[config.mk]
export PLATFORM = sky130hd
export DESIGN_NAME = checkpointed_map_table
export DESIGN_NICKNAME = d
export VERILOG_FILES = /design/src/rtl/checkpointed_map_table.sv
export SDC_FILE = /design/constraint.sdc
export NUM_CORES = 1
export LEC_CHECK = 0
export BUFFER_PORTS_ARGS = -buffer_cell sky130_fd_sc_hd__buf_2
export CAP_MARGIN = 20
export CORE_UTILIZATION = 60
export DETAILED_ROUTE_END_ITERATION = 8
export PLACE_DENSITY = 0.8
export SLEW_MARGIN = 30
export SYNTH_ARGS = -nofsm -noshare
export SYNTH_HDL_FRONTEND = slang
export SYNTH_SLANG_ARGS = --single-unit
[constraint.sdc]
create_clock -name clock -period 9.3 [get_ports clock]
set_input_delay 0 -clock clock [delete_from_list [all_inputs] [get_ports clock]]
set_output_delay 0 -clock clock [all_outputs]
set_load 0.01 [all_outputs]
[src/rtl/checkpointed_map_table.sv]
// rtl/checkpointed_map_table.sv - register rename map table with circular-queue checkpoints
// Optional build macro MAP_TABLE_BYPASS_EN: forwards a same-cycle rename write to matching read ports.
module checkpointed_map_table #(
    parameter int PHYS_ADDR_WIDTH = 7,
    parameter int READ_PORTS      = 2,
    parameter int NUM_CKPTS       = 4,
    parameter int CKPT_ID_WIDTH   = 2
) (
    input  logic                                  clock,
    input  logic                                  reset,
    input  logic [READ_PORTS*5-1:0]               rd_arch_addr,
    output logic [READ_PORTS*PHYS_ADDR_WIDTH-1:0] rd_phys_addr,
    input  logic                                  wr_en,
    input  logic [4:0]                            wr_arch_addr,
    input  logic [PHYS_ADDR_WIDTH-1:0]            wr_phys_addr,
    output logic [PHYS_ADDR_WIDTH-1:0]            wr_old_phys,
    input  logic                                  ckpt_req,
    output logic                                  ckpt_ready,
    output logic [CKPT_ID_WIDTH-1:0]              ckpt_id,
    input  logic                                  ckpt_release,
    input  logic                                  restore,
    input  logic [CKPT_ID_WIDTH-1:0]              restore_id,
    output logic [CKPT_ID_WIDTH:0]                ckpt_count
);

    localparam logic [CKPT_ID_WIDTH:0] FULL_COUNT = (CKPT_ID_WIDTH+1)'(NUM_CKPTS);

    // Live speculative map and the snapshot slots
    logic [PHYS_ADDR_WIDTH-1:0] map_q    [32];
    logic [PHYS_ADDR_WIDTH-1:0] map_next [32];
    logic [PHYS_ADDR_WIDTH-1:0] ckpt_mem [NUM_CKPTS][32];

    // Circular-queue bookkeeping: head = oldest live slot, tail = next slot to allocate
    logic [CKPT_ID_WIDTH-1:0] head_q;
    logic [CKPT_ID_WIDTH-1:0] tail_q;
    logic [CKPT_ID_WIDTH:0]   count_q;

    logic [CKPT_ID_WIDTH-1:0] restore_dist;
    logic                     restore_fire;
    logic                     write_fire;
    logic                     alloc_fire;
    logic                     release_fire;
    logic                     full;

    // A restore is honoured only when its slot lies inside the live window; a valid
    // restore then wins over every other same-cycle request
    always_comb begin
        restore_dist = restore_id - head_q;
        full         = (count_q == FULL_COUNT);
        restore_fire = restore && ({1'b0, restore_dist} < count_q);
        write_fire   = wr_en && !restore_fire && (wr_arch_addr != 5'd0);
        alloc_fire   = ckpt_req && !full && !restore_fire;
        release_fire = ckpt_release && (count_q != '0) && !restore_fire;
    end

    // Post-write view of the map; a checkpoint taken this cycle captures this view
    always_comb begin
        for (int i = 0; i < 32; i++) begin
            map_next[i] = map_q[i];
        end
        if (write_fire) begin
            map_next[wr_arch_addr] = wr_phys_addr;
        end
        map_next[0] = '0;
    end

    // Map update: reset to identity, reload from a snapshot, or take the rename write
    always_ff @(posedge clock) begin
        if (reset) begin
            for (int i = 0; i < 32; i++) begin
                map_q[i] <= PHYS_ADDR_WIDTH'(i);
            end
        end else if (restore_fire) begin
            for (int i = 0; i < 32; i++) begin
                map_q[i] <= ckpt_mem[restore_id][i];
            end
        end else begin
            for (int i = 0; i < 32; i++) begin
                map_q[i] <= map_next[i];
            end
        end
    end

    // Snapshot capture into the tail slot; slot contents are never cleared since
    // only live slots can ever be read back
    always_ff @(posedge clock) begin
        if (!reset && alloc_fire) begin
            for (int i = 0; i < 32; i++) begin
                ckpt_mem[tail_q][i] <= map_next[i];
            end
        end
    end

    // Queue pointers: a restore truncates the queue at the restored slot, otherwise
    // allocation and release may proceed together in one cycle
    always_ff @(posedge clock) begin
        if (reset) begin
            head_q  <= '0;
            tail_q  <= '0;
            count_q <= '0;
        end else if (restore_fire) begin
            tail_q  <= restore_id;
            count_q <= {1'b0, restore_dist};
        end else begin
            if (alloc_fire) begin
                tail_q <= tail_q + 1'b1;
            end
            if (release_fire) begin
                head_q <= head_q + 1'b1;
            end
            count_q <= count_q + {{CKPT_ID_WIDTH{1'b0}}, alloc_fire}
                               - {{CKPT_ID_WIDTH{1'b0}}, release_fire};
        end
    end

    // Combinational lookup ports; entry 0 is hardwired to zero
    always_comb begin
        for (int k = 0; k < READ_PORTS; k++) begin
            logic [4:0]                 ra;
            logic [PHYS_ADDR_WIDTH-1:0] val;
            ra  = rd_arch_addr[k*5 +: 5];
            val = map_q[ra];
`ifdef MAP_TABLE_BYPASS_EN
            if (write_fire && (ra == wr_arch_addr)) begin
                val = wr_phys_addr;
            end
`else
            val = map_q[ra];
`endif
            if (ra == 5'd0) begin
                val = '0;
            end
            rd_phys_addr[k*PHYS_ADDR_WIDTH +: PHYS_ADDR_WIDTH] = val;
        end
    end

    // Old mapping of the register being renamed, always the pre-write value
    always_comb begin
        wr_old_phys = (wr_arch_addr == 5'd0) ? '0 : map_q[wr_arch_addr];
        ckpt_ready  = !full;
        ckpt_id     = tail_q;
        ckpt_count  = count_q;
    end

endmodule

==> results by group <==
Layout
  – Finished Cell Area: 57700 um2
  – Commonest cells after routing, fill and taps aside: edfxtp_1, mux4_2, nor2_1
  – Layout cells sized above 1: 27.2%
  – Final non-filler cell total: 4579
  – Most common cell after layout, fill and taps aside: edfxtp_1
  – Final core utilization: 67.4%
  – P&R area growth vs syn: 10.7%
  – Nets: 3382
  – Fill cells: 5335

Detailed routing
  – Routed Antenna Nets: 0
  – Via density: 6.99
  – Final WL: 136 mm
  – DR DRC count: 0
  – DRT Pass-1 Iters: 6
  – Initial DRC count: 4716
  – Via count: 32000
  – Average wire per standard cell: 29.8 um

Global route
  – Gr ovfl total: 0
  – First-pass GRT wire length: 204 mm
  – Largest net degree at the start of global routing: 148
  – Initial antenna violation count: 11
  – Vias in the first global route: 32100
  – GRT Overall Usage: 30.9%

Critical path
  – Worst Setup End Kind: flop
  – Crit path max fanout: 62
  – Worst stage delay on the critical path: 0.88 ns
  – CP Launch Type: input port
  – CP arrival: 5.45 ns
  – CP required: 9.72 ns
  – CP Buf/Inv Count: 5
  – Delay-heaviest family, CP: buffers and inverters
  – CP Class: in2reg
  – CP max-delay cell: buf_4
  – Crit path cell chain: dlygate4sd3_1, buf_8, inv_1, ha_1, xnor2_1, xnor2_1, ha_1, a21boi_1, o21bai_1, and2_4, buf_4, buf_4, nor3_2, mux2_2

Clock network
  – H-tree levels: 3
  – CTS Buf Count: 107
  – Post-CTS Setup Repair Bufs: 0
  – Root Buffer: clkbuf_16
  – CTS tree: yes
  – CTS sink cnt: 1092
  – Clock Path Buffers: 3
  – Clock Latency Late Sink: 0.69 ns
  – Clock transition at the registers of the reported paths: 0.06 ns

Placed design
  – Area after DPL: 54000 um2
  – Hpwl dp: 82.0 mm
  – Final GP Congestion: 0.970
  – I/O Buffers: 56
  – Placed Cells: 4364

Timing
  – Slew @ Worst Pin: 1.08 ns
  – Rel. slew slack: 28.0%
  – Post-layout min period: 5.03 ns
  – Final Cycle Share: 54.1%
  – Final Hold Slack: -0.0158 ns
  – RSZ-0062 raised after global routing: false
  – Fmax achieved: 199 MHz
  – Final setup fails: 0
  – Final Hold Vio Count: 1
  – Setup Skew: 0.0210 ns
  – Slew Limit Fails: 0
  – Setup_tns: 0 ns

Die
  – Site Rows: 107
  – Ports: 57
  – Chip height: 297 um
  – Initial Util: 60.9%
  – Die Width: 297 um
  – Placeable Area: 85500 um2
  – Die ar.: 88100 um2

Yosys
  – Ys flop type: edfxtp_1
  – Register area share after synthesis: 62.8%
  – YS warnings: 0
  – Post-Syn Instances: 3183
  – Mapped cell area: 52100 um2
  – Mean Syn Cell Area: 16.4 um2
  – Ys async rst share: 0%
  – Number of flops mapped to enable cells by yosys: 1085
  – Post-synthesis cell type count: 46
  – Synth Register Bits: 1092

Job
  – Max Cap Viol: 0

Pwr
  – PnR Total Power: 12.9 mW
  – Worst VDD drop: 178 uV
  – Pwr Density: 224 nW/um2
  – LEAKAGE: 18.7 nW

Outcome
  – Failing checks: hold timing
  – Status: finished, violations left

Hold path
  – Hold Crit Class: in2reg
## worst reg2reg max path, cell delays in order (launching register included)
cell,delay [ns]
dfxtp_1,0.34
ha_1,0.21
xnor2_1,0.24
xnor2_1,0.18
ha_1,0.27
a21boi_1,0.13
o21bai_1,0.43
and2_4,0.50
buf_4,0.52
buf_4,0.89
nor3_2,0.33
mux2_2,0.38
## kinds of logic after synthesis
| group | after synthesis | share of synthesized area, % |
|---|---|---|
| xor gates and xnor gates | 7 | 0.118 |
| buffers and inverters | 295 | 2.37 |
| adders and majority gates | 9 | 0.230 |
| muxes | 705 | 22.6 |
| and+or+nand+nor | 642 | 5.62 |
| other | 1 | 0.00719 |
| DFF | 1092 | 62.8 |
| AOI/OAI and AO/OA | 432 | 6.23 |
## cells in the mapped netlist (all sizes together) (2+ instances only)
cell type,count,share of area (%)
a211oi,85,1.2
a221o,4,0.077
a22o,33,0.55
a22oi,21,0.30
a311oi,108,1.8
and2,14,0.17
buf,113,1.1
clkbuf,175,1.3
dfxtp,7,0.27
edfxtp,1085,63
ha,8,0.19
inv,7,0.050
mux2,273,5.9
mux2i,80,1.5
mux4,352,15
nand2,153,1.1
nand2b,6,0.072
nand3,83,0.80
nand4,2,0.048
nand4b,2,0.034
nor2,298,2.2
nor2b,61,0.73
nor3,17,0.32
nor4bb,2,0.038
o21ai,61,0.59
o21bai,81,1.2
o22ai,20,0.24
o31ai,15,0.22
xnor2,7,0.12
## sequential cells by signal, indices dropped and copies added (netlist names)
register and count:
ckpt_count 3, map_q 217, ckpt_id 2, head_q 2, ckpt_mem 868
## layout make-up
cell class / instances / area, um2 / area share (%)
Sequential cell: 1092 / 32700 / 56.7
Clock buffer: 135 / 2820 / 4.90
Multi-Input combinational cell: 2012 / 19000 / 33.0
Tap cell: 1144 / 1430 / 2.48
Antenna cell: 6 / 15.0 / 0.0260
Clock inverter: 60 / 572 / 0.991
Timing Repair Buffer: 123 / 1040 / 1.80
Inverter: 7 / 26.3 / 0.0456
## stage by stage
stage | setup WS, ns | hold slack (ns)
floorplan | 1.19 | 0.170
global placement | 4.32 | 0.320
detailed placement | 4.36 | 0.340
CTS | 4.41 | 0.0140
global route | 4.11 | 0.0461
finish | 4.27 | -0.0158
## path summary, 6_finish.rpt
kind / start / endpoint / slack, ns / cells after the start
max: restore_id[0] / ckpt_mem[0][7] / 4.27 / 14
min: restore_id[1] / ckpt_id[1] / -0.02 / 3
max reg2reg: head_q[0] / ckpt_mem[0][7] / 4.63 / 11
min reg2reg: ckpt_id[1] / ckpt_id[1] / 0.58 / 2
## where the power goes
part | internal, mW | switching [mW]
logic | 0.853 | 1.38
clock network | 2.35 | 1.85
registers | 6.11 | 0.375
## metal layers
metal / share of wire [%] / vias to the layer above / GRT usage [%]
li1: - / 13000 / -
met1: 36 / 16300 / 43.4
met4: 4.1 / 10 / 13.1
met5: 0.049 / - / 0
met3: 14 / 376 / 8.18
met2: 46 / 2379 / 46.3
## timing repair
action	CTS	global route
endpoints found under the hold margin	10	0
gates resized for setup	0	0
hold buffers	8	0
Power figures use the tool's default switching activity.
